**config.mk**
```make
export PLATFORM = sky130hd
export DESIGN_NAME = cb_batch_collector_flat
export DESIGN_NICKNAME = d
export VERILOG_FILES = /design/src/rtl/cb_batch_collector_if.sv /design/src/rtl/cb_batch_collector.sv /design/src/flat_wrapper.sv
export SDC_FILE = /design/constraint.sdc
export NUM_CORES = 1
export LEC_CHECK = 0
export CAP_MARGIN = 10
export CELL_PAD_IN_SITES_DETAIL_PLACEMENT = 1
export CELL_PAD_IN_SITES_GLOBAL_PLACEMENT = 1
export CORE_ASPECT_RATIO = 2
export CORE_MARGIN = 4
export CORE_UTILIZATION = 43
export DETAILED_ROUTE_END_ITERATION = 7
export PLACE_DENSITY_LB_ADDON = 0.1
export SLEW_MARGIN = 20
export SYNTH_ARGS = -nofsm -noshare
export SYNTH_HDL_FRONTEND = slang
export SYNTH_SLANG_ARGS = --single-unit
```
**constraint.sdc**
```tcl
create_clock -name clk -period 4.2 [get_ports clk]
set_input_delay 1.26 -clock clk [delete_from_list [all_inputs] [get_ports clk]]
set_output_delay 1.26 -clock clk [all_outputs]
set_load 0.05 [all_outputs]
```
**src/rtl/cb_batch_collector_if.sv**
```systemverilog
// Callback-FIFO pop port plus batch summary ready/valid port for cb_batch_collector.
// Optional min/max record fields exist only when CB_BATCH_MINMAX_EN is defined.
interface cb_batch_collector_if #(
   parameter int unsigned DATA_WIDTH  = 32,
   parameter int unsigned COUNT_WIDTH = 16
);
   localparam int unsigned SUM_WIDTH = DATA_WIDTH + COUNT_WIDTH;

   logic                   cb_rden_out;
   logic                   cb_empty_in;
   logic [DATA_WIDTH-1:0]  cb_a_in;
   logic                   cb_is_last_in;
   logic                   batch_valid_out;
   logic                   batch_rdy_in;
   logic [SUM_WIDTH-1:0]   batch_sum_out;
   logic [COUNT_WIDTH-1:0] batch_count_out;
   logic [COUNT_WIDTH-1:0] batch_id_out;
   logic                   batch_truncated_out;
`ifdef CB_BATCH_MINMAX_EN
   logic [DATA_WIDTH-1:0]  batch_min_out;
   logic [DATA_WIDTH-1:0]  batch_max_out;
`endif

   modport master (
      output cb_rden_out,
      input  cb_empty_in, cb_a_in, cb_is_last_in,
      output batch_valid_out,
      input  batch_rdy_in,
`ifdef CB_BATCH_MINMAX_EN
      output batch_min_out, batch_max_out,
`endif
      output batch_sum_out, batch_count_out, batch_id_out, batch_truncated_out
   );

   modport slave (
      input  cb_rden_out,
      output cb_empty_in, cb_a_in, cb_is_last_in,
      input  batch_valid_out,
      output batch_rdy_in,
`ifdef CB_BATCH_MINMAX_EN
      input  batch_min_out, batch_max_out,
`endif
      input  batch_sum_out, batch_count_out, batch_id_out, batch_truncated_out
   );
endinterface

```
**src/rtl/cb_batch_collector.sv**
```systemverilog
// Pops a show-ahead callback FIFO, accumulates count/sum per batch and emits one summary record.
// Define CB_BATCH_MINMAX_EN to also track unsigned min/max of each batch.
module cb_batch_collector #(
   parameter int unsigned DATA_WIDTH  = 32,
   parameter int unsigned COUNT_WIDTH = 16
) (
   input logic                  clk,
   input logic                  rst_n,
   cb_batch_collector_if.master bus
);
   localparam int unsigned SUM_WIDTH = DATA_WIDTH + COUNT_WIDTH;
   // Accumulated count one below saturation: the next pop fills the batch.
   localparam logic [COUNT_WIDTH-1:0] SAT_COUNT = {{(COUNT_WIDTH-1){1'b1}}, 1'b0};

   typedef enum logic {ACCUM = 1'b0, EMIT = 1'b1} state_t;

   state_t                 state;
   logic [SUM_WIDTH-1:0]   acc_sum;
   logic [SUM_WIDTH-1:0]   new_sum;
   logic [COUNT_WIDTH-1:0] acc_count;
   logic [COUNT_WIDTH-1:0] new_count;
   logic [COUNT_WIDTH-1:0] next_id;
   logic                   pop;
   logic                   closing;

   assign pop             = (state == ACCUM) && !bus.cb_empty_in;
   assign bus.cb_rden_out = pop;
   assign new_sum         = acc_sum + SUM_WIDTH'(bus.cb_a_in);
   assign new_count       = acc_count + COUNT_WIDTH'(1);
   assign closing         = bus.cb_is_last_in || (acc_count == SAT_COUNT);

`ifdef CB_BATCH_MINMAX_EN
   logic [DATA_WIDTH-1:0] acc_min;
   logic [DATA_WIDTH-1:0] acc_max;
   logic [DATA_WIDTH-1:0] new_min;
   logic [DATA_WIDTH-1:0] new_max;

   // First pop of a batch (acc_count==0) seeds both trackers.
   assign new_min = ((acc_count == '0) || (bus.cb_a_in < acc_min)) ? bus.cb_a_in : acc_min;
   assign new_max = ((acc_count == '0) || (bus.cb_a_in > acc_max)) ? bus.cb_a_in : acc_max;

   always_ff @(posedge clk or negedge rst_n) begin
      if (!rst_n) begin
         acc_min           <= '0;
         acc_max           <= '0;
         bus.batch_min_out <= '0;
         bus.batch_max_out <= '0;
      end else if (pop) begin
         acc_min <= new_min;
         acc_max <= new_max;
         if (closing) begin
            bus.batch_min_out <= new_min;
            bus.batch_max_out <= new_max;
         end
      end
   end
`endif

   // Batch FSM with registered record outputs.
   always_ff @(posedge clk or negedge rst_n) begin
      if (!rst_n) begin
         state                   <= ACCUM;
         acc_sum                 <= '0;
         acc_count               <= '0;
         next_id                 <= '0;
         bus.batch_valid_out     <= 1'b0;
         bus.batch_sum_out       <= '0;
         bus.batch_count_out     <= '0;
         bus.batch_id_out        <= '0;
         bus.batch_truncated_out <= 1'b0;
      end else begin
         case (state)
            ACCUM: begin
               if (pop) begin
                  if (closing) begin
                     bus.batch_valid_out     <= 1'b1;
                     bus.batch_sum_out       <= new_sum;
                     bus.batch_count_out     <= new_count;
                     bus.batch_id_out        <= next_id;
                     bus.batch_truncated_out <= !bus.cb_is_last_in;
                     acc_sum                 <= '0;
                     acc_count               <= '0;
                     next_id                 <= next_id + COUNT_WIDTH'(1);
                     state                   <= EMIT;
                  end else begin
                     acc_sum   <= new_sum;
                     acc_count <= new_count;
                  end
               end
            end
            EMIT: begin
               if (bus.batch_rdy_in) begin
                  bus.batch_valid_out <= 1'b0;
                  state               <= ACCUM;
               end
            end
            default: state <= ACCUM;
         endcase
      end
   end
endmodule

```
**src/flat_wrapper.sv**
```systemverilog
// flat-port wrapper written by rule: the top's interface ports become plain ports
module cb_batch_collector_flat 
#(
   parameter int unsigned DATA_WIDTH  = 32,
   parameter int unsigned COUNT_WIDTH = 16
)
  (clk, rst_n, bus_cb_rden_out, bus_cb_empty_in, bus_cb_a_in, bus_cb_is_last_in, bus_batch_valid_out, bus_batch_rdy_in, bus_batch_sum_out, bus_batch_count_out, bus_batch_id_out, bus_batch_truncated_out);
  cb_batch_collector_if #(.DATA_WIDTH(DATA_WIDTH), .COUNT_WIDTH(COUNT_WIDTH)) bus_i ();
  input logic clk;
  input logic rst_n;
  output wire logic [$bits(bus_i.cb_rden_out)-1:0] bus_cb_rden_out;
  input wire logic [$bits(bus_i.cb_empty_in)-1:0] bus_cb_empty_in;
  input wire logic [$bits(bus_i.cb_a_in)-1:0] bus_cb_a_in;
  input wire logic [$bits(bus_i.cb_is_last_in)-1:0] bus_cb_is_last_in;
  output wire logic [$bits(bus_i.batch_valid_out)-1:0] bus_batch_valid_out;
  input wire logic [$bits(bus_i.batch_rdy_in)-1:0] bus_batch_rdy_in;
  output wire logic [$bits(bus_i.batch_sum_out)-1:0] bus_batch_sum_out;
  output wire logic [$bits(bus_i.batch_count_out)-1:0] bus_batch_count_out;
  output wire logic [$bits(bus_i.batch_id_out)-1:0] bus_batch_id_out;
  output wire logic [$bits(bus_i.batch_truncated_out)-1:0] bus_batch_truncated_out;
  assign bus_cb_rden_out = bus_i.cb_rden_out;
  assign bus_i.cb_empty_in = bus_cb_empty_in;
  assign bus_i.cb_a_in = bus_cb_a_in;
  assign bus_i.cb_is_last_in = bus_cb_is_last_in;
  assign bus_batch_valid_out = bus_i.batch_valid_out;
  assign bus_i.batch_rdy_in = bus_batch_rdy_in;
  assign bus_batch_sum_out = bus_i.batch_sum_out;
  assign bus_batch_count_out = bus_i.batch_count_out;
  assign bus_batch_id_out = bus_i.batch_id_out;
  assign bus_batch_truncated_out = bus_i.batch_truncated_out;
  cb_batch_collector #(.DATA_WIDTH(DATA_WIDTH), .COUNT_WIDTH(COUNT_WIDTH)) u_core (.clk(clk), .rst_n(rst_n), .bus(bus_i));
endmodule
```
Word level (Yosys, flattened, before mapping)
Index checks and enable logic that the tools add are counted.
{ "classes": {"n_addsub": 3, "eq_ne": 4, "n_mux": 10, "bitwise_logic": 1, "n_reduce_logical": 7} }
{ "op_table": {"columns": ["op", "n"], "rows": [
  ["48-bit by 32-bit adder with 48-bit output", 1],
  ["48-bit two-way mux", 1],
  ["16-bit by 1-bit adder with 16-bit output (second input constant)", 2],
  ["16-bit equality test (second input constant)", 1],
  ["16-bit two-way mux", 1],
  ["1-bit two-way mux", 6],
  ["3-bit AND reduction", 2],
  ["2-bit != test (second input constant)", 2],
  ["1-bit one-hot mux with 2 select lines", 2],
  ["1-bit logical NOT", 2],
  ["2-bit by 1-bit != test with 1-bit output (second input constant)", 1],
  ["2-bit AND reduction", 1],
  ["1-bit logical AND", 1],
  ["1-bit logical OR", 1],
  ["1-bit inverter", 1]
]} }
{ "totals": {"reg_bits": 163, "in_bits": 37, "output_inout_bits": 83, "word_cells": 34} }

Longest topological paths before layout
Gate-level depths: netlist of the first run.
{ "logic_depth": {"word_depth": 5, "ltp_mapped": 11, "depth_no_buf": 10} }

Least setup slack after synthesis of the first run
No wires, ideal clock.
{ "synth_timing": {"path_type": "input to register", "startpoint": "input port bus_cb_a_in[0]", "endpoint": "register u_core.acc_sum[40]", "setup_ps": 118, "arrival_ps": 3705, "t_required_ps": 4082, "path_slack_ps": 377, "cell_stages": 10, "n_path_buf": 0, "path_cell_list": "ha_1 -> fa_1 -> a21o_2 -> a31o_1 -> a21oi_2 -> a211oi_2 -> a2111oi_4 -> nor4b_2 -> nor3b_1 -> a21o_1"} }
{ "synth_via": {"elab_chain_len": 2} }
{ "synth_lines": {"columns": ["element", "line_no", "rtl"], "rows": [
  ["start: declaration", "flat_wrapper.sv:13", "input wire logic [$bits(bus_i.cb_a_in)-1:0] bus_cb_a_in;"],
  ["48-bit by 32-bit adder with 48-bit output", "cb_batch_collector.sv:28", "assign new_sum = acc_sum + SUM_WIDTH'(bus.cb_a_in);"],
  ["48-bit two-way mux", "cb_batch_collector.sv:75", "if (closing) begin"],
  ["end signal: assignment", "cb_batch_collector.sv:86", "acc_sum <= new_sum;"],
  ["end: declaration", "cb_batch_collector.sv:18", "logic [SUM_WIDTH-1:0] acc_sum;"]
]} }
No other way between the ends.
A chain may end at the register's enable or synchronous reset.

Worst setup path after layout of the first run
{ "layout_timing": {"startpoint": "input port bus_cb_a_in[0]", "endpoint": "register u_core.acc_sum[28]"} }
Same word-level chain as after synthesis.

==> results of run 1 <==
-- metrics by stage --
| stage | power, mW | setup TNS [ns] | setup WS (ns) | utilization | cells |
|---|---|---|---|---|---|
| 2_1_floorplan | 4.69 | 0 | 0.377 | - | 985 |
| 3_3_place_gp | 6.13 | -0.352 | -0.107 | 0.530 | 1381 |
| 3_5_place_dp | 6.21 | -1.29 | -0.155 | 0.530 | 1381 |
| 4_1_cts | 8.11 | 0 | 0.338 | 0.564 | 1413 |
| 5_1_grt | 8.48 | 0 | 0.204 | 0.564 | 1413 |
| 6_report | 8.04 | 0 | 0.344 | 0.564 | 1413 |
-- worst max-delay path by stage --
| stage | from | endpoint |
|---|---|---|
| 6_report | bus_cb_a_in[0] | u_core.acc_sum[28]$_DFFE_PN0P_ |
| 2_1_floorplan | bus_cb_a_in[0] | u_core.acc_sum[40]$_DFFE_PN0P_ |
| 4_1_cts | bus_cb_a_in[0] | u_core.acc_sum[28]$_DFFE_PN0P_ |
| 5_1_grt | bus_cb_a_in[8] | u_core.acc_sum[35]$_DFFE_PN0P_ |
| 3_5_place_dp | bus_cb_a_in[0] | u_core.acc_sum[28]$_DFFE_PN0P_ |
| 3_3_place_gp | bus_cb_a_in[0] | u_core.bus.batch_sum_out[20]$_DFFE_PN0P_ |
-- layer usage --
layer,track usage,part of all wire,up-vias
met5,0,0,-
met4,0.120,0.042,0
met3,0.0437,0.027,56
met1,0.259,0.38,3956
met2,0.475,0.56,165
li1,-,-,3768
-- logic make-up after synthesis --
| logic type | count (synthesis) | synth area share |
|---|---|---|
| multiplexers | 16 | 0.0194 |
| adder cells (fa/ha/maj) | 36 | 0.0506 |
| AND/OR/NAND/NOR | 368 | 0.185 |
| flip-flops | 163 | 0.451 |
| XOR/XNOR | 68 | 0.0658 |
| buffers and inverters | 82 | 0.0379 |
| AO/OA/AOI/OAI | 252 | 0.191 |
-- layout make-up --
cell class / instances / share of cell area
Timing Repair Buffer: 190 / 0.152
Clock buffer: 17 / 0.0367
Tap cell: 266 / 0.0287
Clock inverter: 15 / 0.0227
Sequential cell: 163 / 0.352
Multi-Input combinational cell: 740 / 0.401
Inverter: 22 / 0.00712
-- registers in the layout, summed over array words and instances (netlist names) --
name	cells
u_core.bus.batch_truncated_out	1
u_core.state	1
u_core.acc_count	16
u_core.bus.batch_sum_out	48
u_core.next_id	16
u_core.acc_sum	48
u_core.bus.batch_valid_out	1
u_core.bus.batch_count_out	16
u_core.bus.batch_id_out	16
-- cells in the final DEF (no fill, tap or decap), types with 3 or more instances in the layout --
| cell | instances |
|---|---|
| ha_1 | 35 |
| o32ai_1 | 4 |
| o21a_1 | 4 |
| a31oi_1 | 11 |
| xnor2_1 | 54 |
| and2_1 | 6 |
| and3_1 | 15 |
| clkdlybuf4s50_1 | 117 |
| nor2b_1 | 3 |
| nor4_1 | 4 |
| or2_2 | 4 |
| a21oi_1 | 45 |
| o21ai_2 | 3 |
| nor4_2 | 3 |
| xor2_1 | 14 |
| nand4_1 | 19 |
| o21ai_0 | 67 |
| nor3_1 | 14 |
| nand3_1 | 28 |
| buf_12 | 3 |
| a21o_1 | 9 |
| buf_4 | 69 |
| a21oi_2 | 4 |
| nor3_2 | 3 |
| inv_6 | 6 |
| mux2i_1 | 4 |
| a22o_1 | 26 |
| nand2_1 | 216 |
| a211o_1 | 3 |
| dfrtp_1 | 163 |
| a221oi_1 | 3 |
| bufinv_16 | 6 |
| o21ai_1 | 20 |
| nor2_1 | 34 |
| inv_1 | 21 |
| mux2_2 | 12 |
| clkbuf_16 | 17 |
| o31ai_1 | 18 |
-- where the power goes --
part | leakage, nW | switching, mW | internal [mW] | total, mW
clock | 0.334 | 0.725 | 1.13 | 1.86
combinational | 2.67 | 2.40 | 1.55 | 3.96
sequential | 2.15 | 0.285 | 1.94 | 2.23
==> impl_results.md, run 1 <==
* Multi-input gate area at roughly 4600 um2
* Fmax achieved at around 0.26 GHz
* Min-delay src: u_core.next_id[15]$_DFFE_PN0P_
* Data arrival time of the worst path at about 4.2 ns
* Global placement routability congestion at approximately 0.98
* DRT antenna net count at 0
* Count of flip-flops with a built-in enable after synthesis at 0
* Reg-to-reg slack, setup at 1.07 ns
* Critical path endpoint category: flop
* Total power per unit cell area at 694 nW/um2
* Starting DRC count in detailed routing at roughly 240
* CTS tree: yes
* Final wirelength at 28.5 mm
* Clock Root Buffer: clkbuf_16
* Worst path bufs/invs at 1
* Post-synthesis sequential element count at 163
* Number of warning messages in the yosys log at 0
* Reg-to-Reg End: u_core.bus.batch_count_out[11]$_DFFE_PN0P_
* Cell count after synthesis at just under 1000
* Routed via count at between 7000 and 8000
* Inserted Diodes at 0
* Post-Place Cell Area at between 10000 and 15000 um2
* Clock latency reported for the late side of the worst-skew pair at 0.45 ns
* Post-detailed-route via-to-cell ratio at between 5 and 6
* # hold bufs at CTS at 0
* Area added between synthesis and finish at 28.0%
* Max Cap Violations at 0
* Worst Path Class, Setup: in -> reg
* Area taken by flip-flops and latches at a little over 4000 um2
* Total Die Area at 23600 um2
* Cell Area, Synth at 9050 um2
* Placeable core area at 20600 um2
* Post-Synthesis Net Count at between 1000 and 1500
* Commonest register cell after synthesis: dfrtp_1
* Total global routing overflow at 0
* Number of CTS-inserted buffers at 17
* Crit. path cell count at 11
* Terminating pin of the worst hold path: u_core.next_id[15]$_DFFE_PN0P_
* Critical R2R Launch: u_core.acc_count[0]$_DFFE_PN0P_
* Final Cycle Share at 0.918
* Dominant cell by count in the synthesized netlist: nand2_1
* Share of layout cells above drive strength 1 at 0.134
* Highest-delay cell along the critical path: clkdlybuf4s50_1
* Relative slew slack at 0.501
* Setup violators final at 0
* Critical Path, Cell by Cell: clkdlybuf4s50_1, ha_1, fa_1, a21o_2, a311o_2, a31oi_1, o31a_2, o211a_1, o2111ai_1, and3_1, a211o_1
* Main area contributors after synthesis: dfrtp_1, nand2_1, xnor2_1
* Max VDD drop at approximately 380 uV
* Delay of the slowest cell on the worst path at 0.45 ns
* Largest net degree at the start of global routing at a little over 70
* Placement row count at between 70 and 80
* I/O pins at between 100 and 150
* Die extent in y at ~210 um
* Worst hold slack across all endpoints at 0.467 ns
* CP Max Fanout at 4
* Portion of synthesized cell area occupied by the leading cell type at 0.451
* Seq/Total Area, Yosys at 0.451
* Measured slew at the worst slew-check pin at ~0.74 ns
* Family with the most delay on the worst path: compound AO/OA/AOI/OAI gates
* Unrepaired setup endpoints after global routing: no
* Leak Pwr at roughly 5.2 nW
* Type of origin of the critical path: primary input
* Combined global-route utilization of all metal layers at 0.248
* Filler cells at between 2000 and 2500
* Reg clk slew, reported paths at 0.07 ns
* Number of H-tree levels at 4
* Count of instances resized after the clock tree is built at 0
* Outcome: finished clean
* Residual DRC count at 0
* Async set or reset register ratio after synthesis at 1.00
* Post-Layout Inst Area at about 12000 um2
* Buffer count from post-CTS setup fixing at 0
* Initial core utilization at 0.440
* Buffer depth of the longest clock path at 2
* CTS sink count at around 160
* First-pass GRT wire length at approximately 46 mm
* Distinct cell type count of the synthesized netlist at 73
* DR pass1 iterations at 4
* Biggest area consumer among synthesized cells: dfrtp_1
* Final critical path time including I/O delays and setup at ~3.9 ns
* HP Class: reg -> reg
* Clk_skew at 0.0107 ns
* Length in cells of the worst reg-to-reg path at 9
* Number of global-route vias before repair at roughly 8600
* Hold Fails Final Rpt at 0
* Routed wirelength normalized by instance count at 20.2 um
* Commonest cells post-synth: nand2_1, dfrtp_1, o21ai_0
* Number of slew-limit violations in the final report at 0
* Data required time at the worst endpoint at ~4.5 ns
* # nets final at approximately 1200
* Post-DP HPWL at roughly 21 mm
* Mapped Avg Cell Area at between 9 and 10 um2
* Count of input and output buffers at 119
* Floorplan die width at 111 um
* Antenna violations before repair at 0
* Hold-critical path depth at 1
No activity file was read; power rests on OpenSTA's default activity.
==> inputs of run 2 (changes only) <==
- HOLD_SLACK_MARGIN: unset -> 0.05
==> results of run 2 <==
The final DEF is identical to that of run 1; final timing and power are the same.
==> inputs of run 3 (changes only) <==
- CELL_PAD_IN_SITES_DETAIL_PLACEMENT: 1 -> unset
- CELL_PAD_IN_SITES_GLOBAL_PLACEMENT: 1 -> unset
- CORE_UTILIZATION: 43 -> 56
- PLACE_DENSITY: unset -> 0.81
- PLACE_DENSITY_LB_ADDON: 0.1 -> unset
==> impl_results.md, run 3 (synthesized netlist as in run 1, its figures left out) <==
* Buffer depth of the longest clock path at 2
* Post-Layout Inst Area at around 11000 um2
* Filler cells at 1254
* Reg clk slew, reported paths at ~0.07 ns
* Final wirelength at 24.6 mm
* Placed instance count at 1301
* Outcome: finished clean
* Routed wirelength normalized by instance count at 18.4 um
* Floorplan die width at ~98 um
* Max VDD drop at between 300 and 400 uV
* Post-Place Cell Area at ~11000 um2
* Buffer count from post-CTS setup fixing at 0
* Post-detailed-route via-to-cell ratio at 5.96
* Fmax achieved at around 0.26 GHz
* Total power per unit cell area at roughly 670 nW/um2
* Number of slew-limit violations in the final report at 0
* Die extent in y at 188 um
* Min-delay src: u_core.bus.batch_id_out[13]$_DFFE_PN0P_
* Area added between synthesis and finish at 24.7%
* Count of input and output buffers at roughly 120
* Hold Fails Final Rpt at 0
* Inserted Diodes at 0
* Final critical path time including I/O delays and setup at approximately 3.9 ns
* # hold bufs at CTS at 0
* DRT antenna net count at 0
* # nets final at ~1200
* Leak Pwr at around 5.0 nW
* Initial core utilization at 0.571
* I/O pins at 120
* Max Cap Violations at 0
* First-pass GRT wire length at approximately 40 mm
* Relative slew slack at 0.566
* Placement row count at between 60 and 70
* Post-DP HPWL at approximately 18 mm
* Critical path endpoint category: flop
* Number of H-tree levels at 4
* Setup violators final at 0
* Measured slew at the worst slew-check pin at approximately 0.64 ns
* DR pass1 iterations at 5
* Routed via count at between 7000 and 8000
* CTS tree: yes
* Clock Root Buffer: clkbuf_16
* Share of layout cells above drive strength 1 at 0.123
* Clk_skew at 0.0148 ns
* Most frequent cells in the layout: nand2_1, dfrtp_1, clkdlybuf4s50_1
* CTS sink count at between 150 and 200
* Count of instances resized after the clock tree is built at 0
* Largest net degree at the start of global routing at 63
* CP Max Fanout at 4
* Worst Path Class, Setup: in -> reg
* Global placement routability congestion at between 0.9 and 1
* Final Cycle Share at 0.925
* Unrepaired setup endpoints after global routing: no
* Data arrival time of the worst path at ~4.2 ns
* Filler-free cell count of the finished design at about 1300
* Antenna violations before repair at 0
* Total Die Area at ~18000 um2
* Most common cell after layout, fill and taps aside: nand2_1
* Critical R2R Launch: u_core.acc_sum[0]$_DFFE_PN0P_
* Type of origin of the critical path: primary input
* Total global routing overflow at 0
* Placeable core area at ~16000 um2
* HP Class: reg -> reg
* Number of CTS-inserted buffers at 17
* Data required time at the worst endpoint at 4.52 ns
* Combined global-route utilization of all metal layers at 0.276
* Clock latency reported for the late side of the worst-skew pair at ~0.44 ns
* Starting DRC count in detailed routing at 460
* Largest registers ranked by flip-flop count: u_core.acc_sum: 48 flops, u_core.bus.batch_sum_out: 48 flops
* Number of global-route vias before repair at 8242
* Worst setup path start: bus_cb_a_in[0]
* Residual DRC count at 0
[run 3: cell count changes in the layout (fill, tap and decap cells not counted)]
cell / delta
clkinvlp_4: +2
buf_12: -1
inv_6: -2
clkinv_8: +4
clkinv_4: +1
bufinv_16: -6
inv_8: +1
buf_4: -14
[run 3: per-layer routing]
layer / vias to the layer above / GRT usage / wire [um] / part of all wire
met4: 0 / 0.161 / 1450 / 0.059
met1: 3872 / 0.306 / 9060 / 0.37
met2: 254 / 0.492 / 13200 / 0.54
li1: 3741 / - / - / -
met5: - / 0 / 0 / 0
met3: 80 / 0.0424 / 910 / 0.037
[run 3: through the flow]
step                hold WS, ns  setup slack [ns]  TNS, ns   util  power (mW)
finish                    0.472             0.316        0  0.712        7.54
global route              0.495             0.221        0  0.712        7.96
CTS                       0.479             0.349        0  0.712        7.56
detailed placement        0.460            -0.120   -0.401  0.674        5.99
global placement          0.456           -0.0302  -0.0302  0.674        5.92
floorplan                 0.441             0.377        0      -        4.69
[run 3: report_power, final]
| group | leakage, nW | internal, mW | switching [mW] |
|---|---|---|---|
| clock network | 0.278 | 0.796 | 0.755 |
| registers | 2.15 | 1.94 | 0.278 |
| logic | 2.59 | 1.46 | 2.32 |
| total | 5.03 | 4.20 | 3.35 |
[run 3: final cells by class]
class | count | area [um2] | share of cell area
clock buffer | 17 | 425 | 0.0377
clock inverter | 15 | 165 | 0.0146
inverter | 22 | 82.6 | 0.00732
multi-input combinational | 740 | 4650 | 0.412
sequential | 163 | 4080 | 0.361
tap | 201 | 251 | 0.0223
timing repair buffer | 175 | 1640 | 0.145
[run 3: worst paths after layout]
| kind | endpoint | slack, ns | cells past startpoint |
|---|---|---|---|
| worst max-delay path | u_core.acc_sum[28]$_DFFE_PN0P_ | 0.32 | 11 |
| worst min-delay path | u_core.bus.batch_id_out[13]$_DFFE_PN0P_ | 0.47 | 2 |
| worst max register to register | u_core.acc_sum[28]$_DFFE_PN0P_ | 1.17 | 10 |
| worst min register to register | u_core.bus.batch_id_out[13]$_DFFE_PN0P_ | 0.47 | 2 |
| max in group asynchronous | u_core.next_id[13]$_DFFE_PN0P_ | 2.62 | 2 |
| min in group asynchronous | u_core.bus.batch_sum_out[34]$_DFFE_PN0P_ | 0.78 | 1 |
[run 3: worst max-delay path, stage by stage]
cell and delay [ns]:
clkdlybuf4s50_1 0.40, ha_1 0.24, fa_1 0.38, a21o_2 0.24, a311o_2 0.40, a31oi_1 0.25, o31a_2 0.19, o211a_1 0.19
o2111ai_1 0.20, and3_1 0.20, a211o_1 0.26
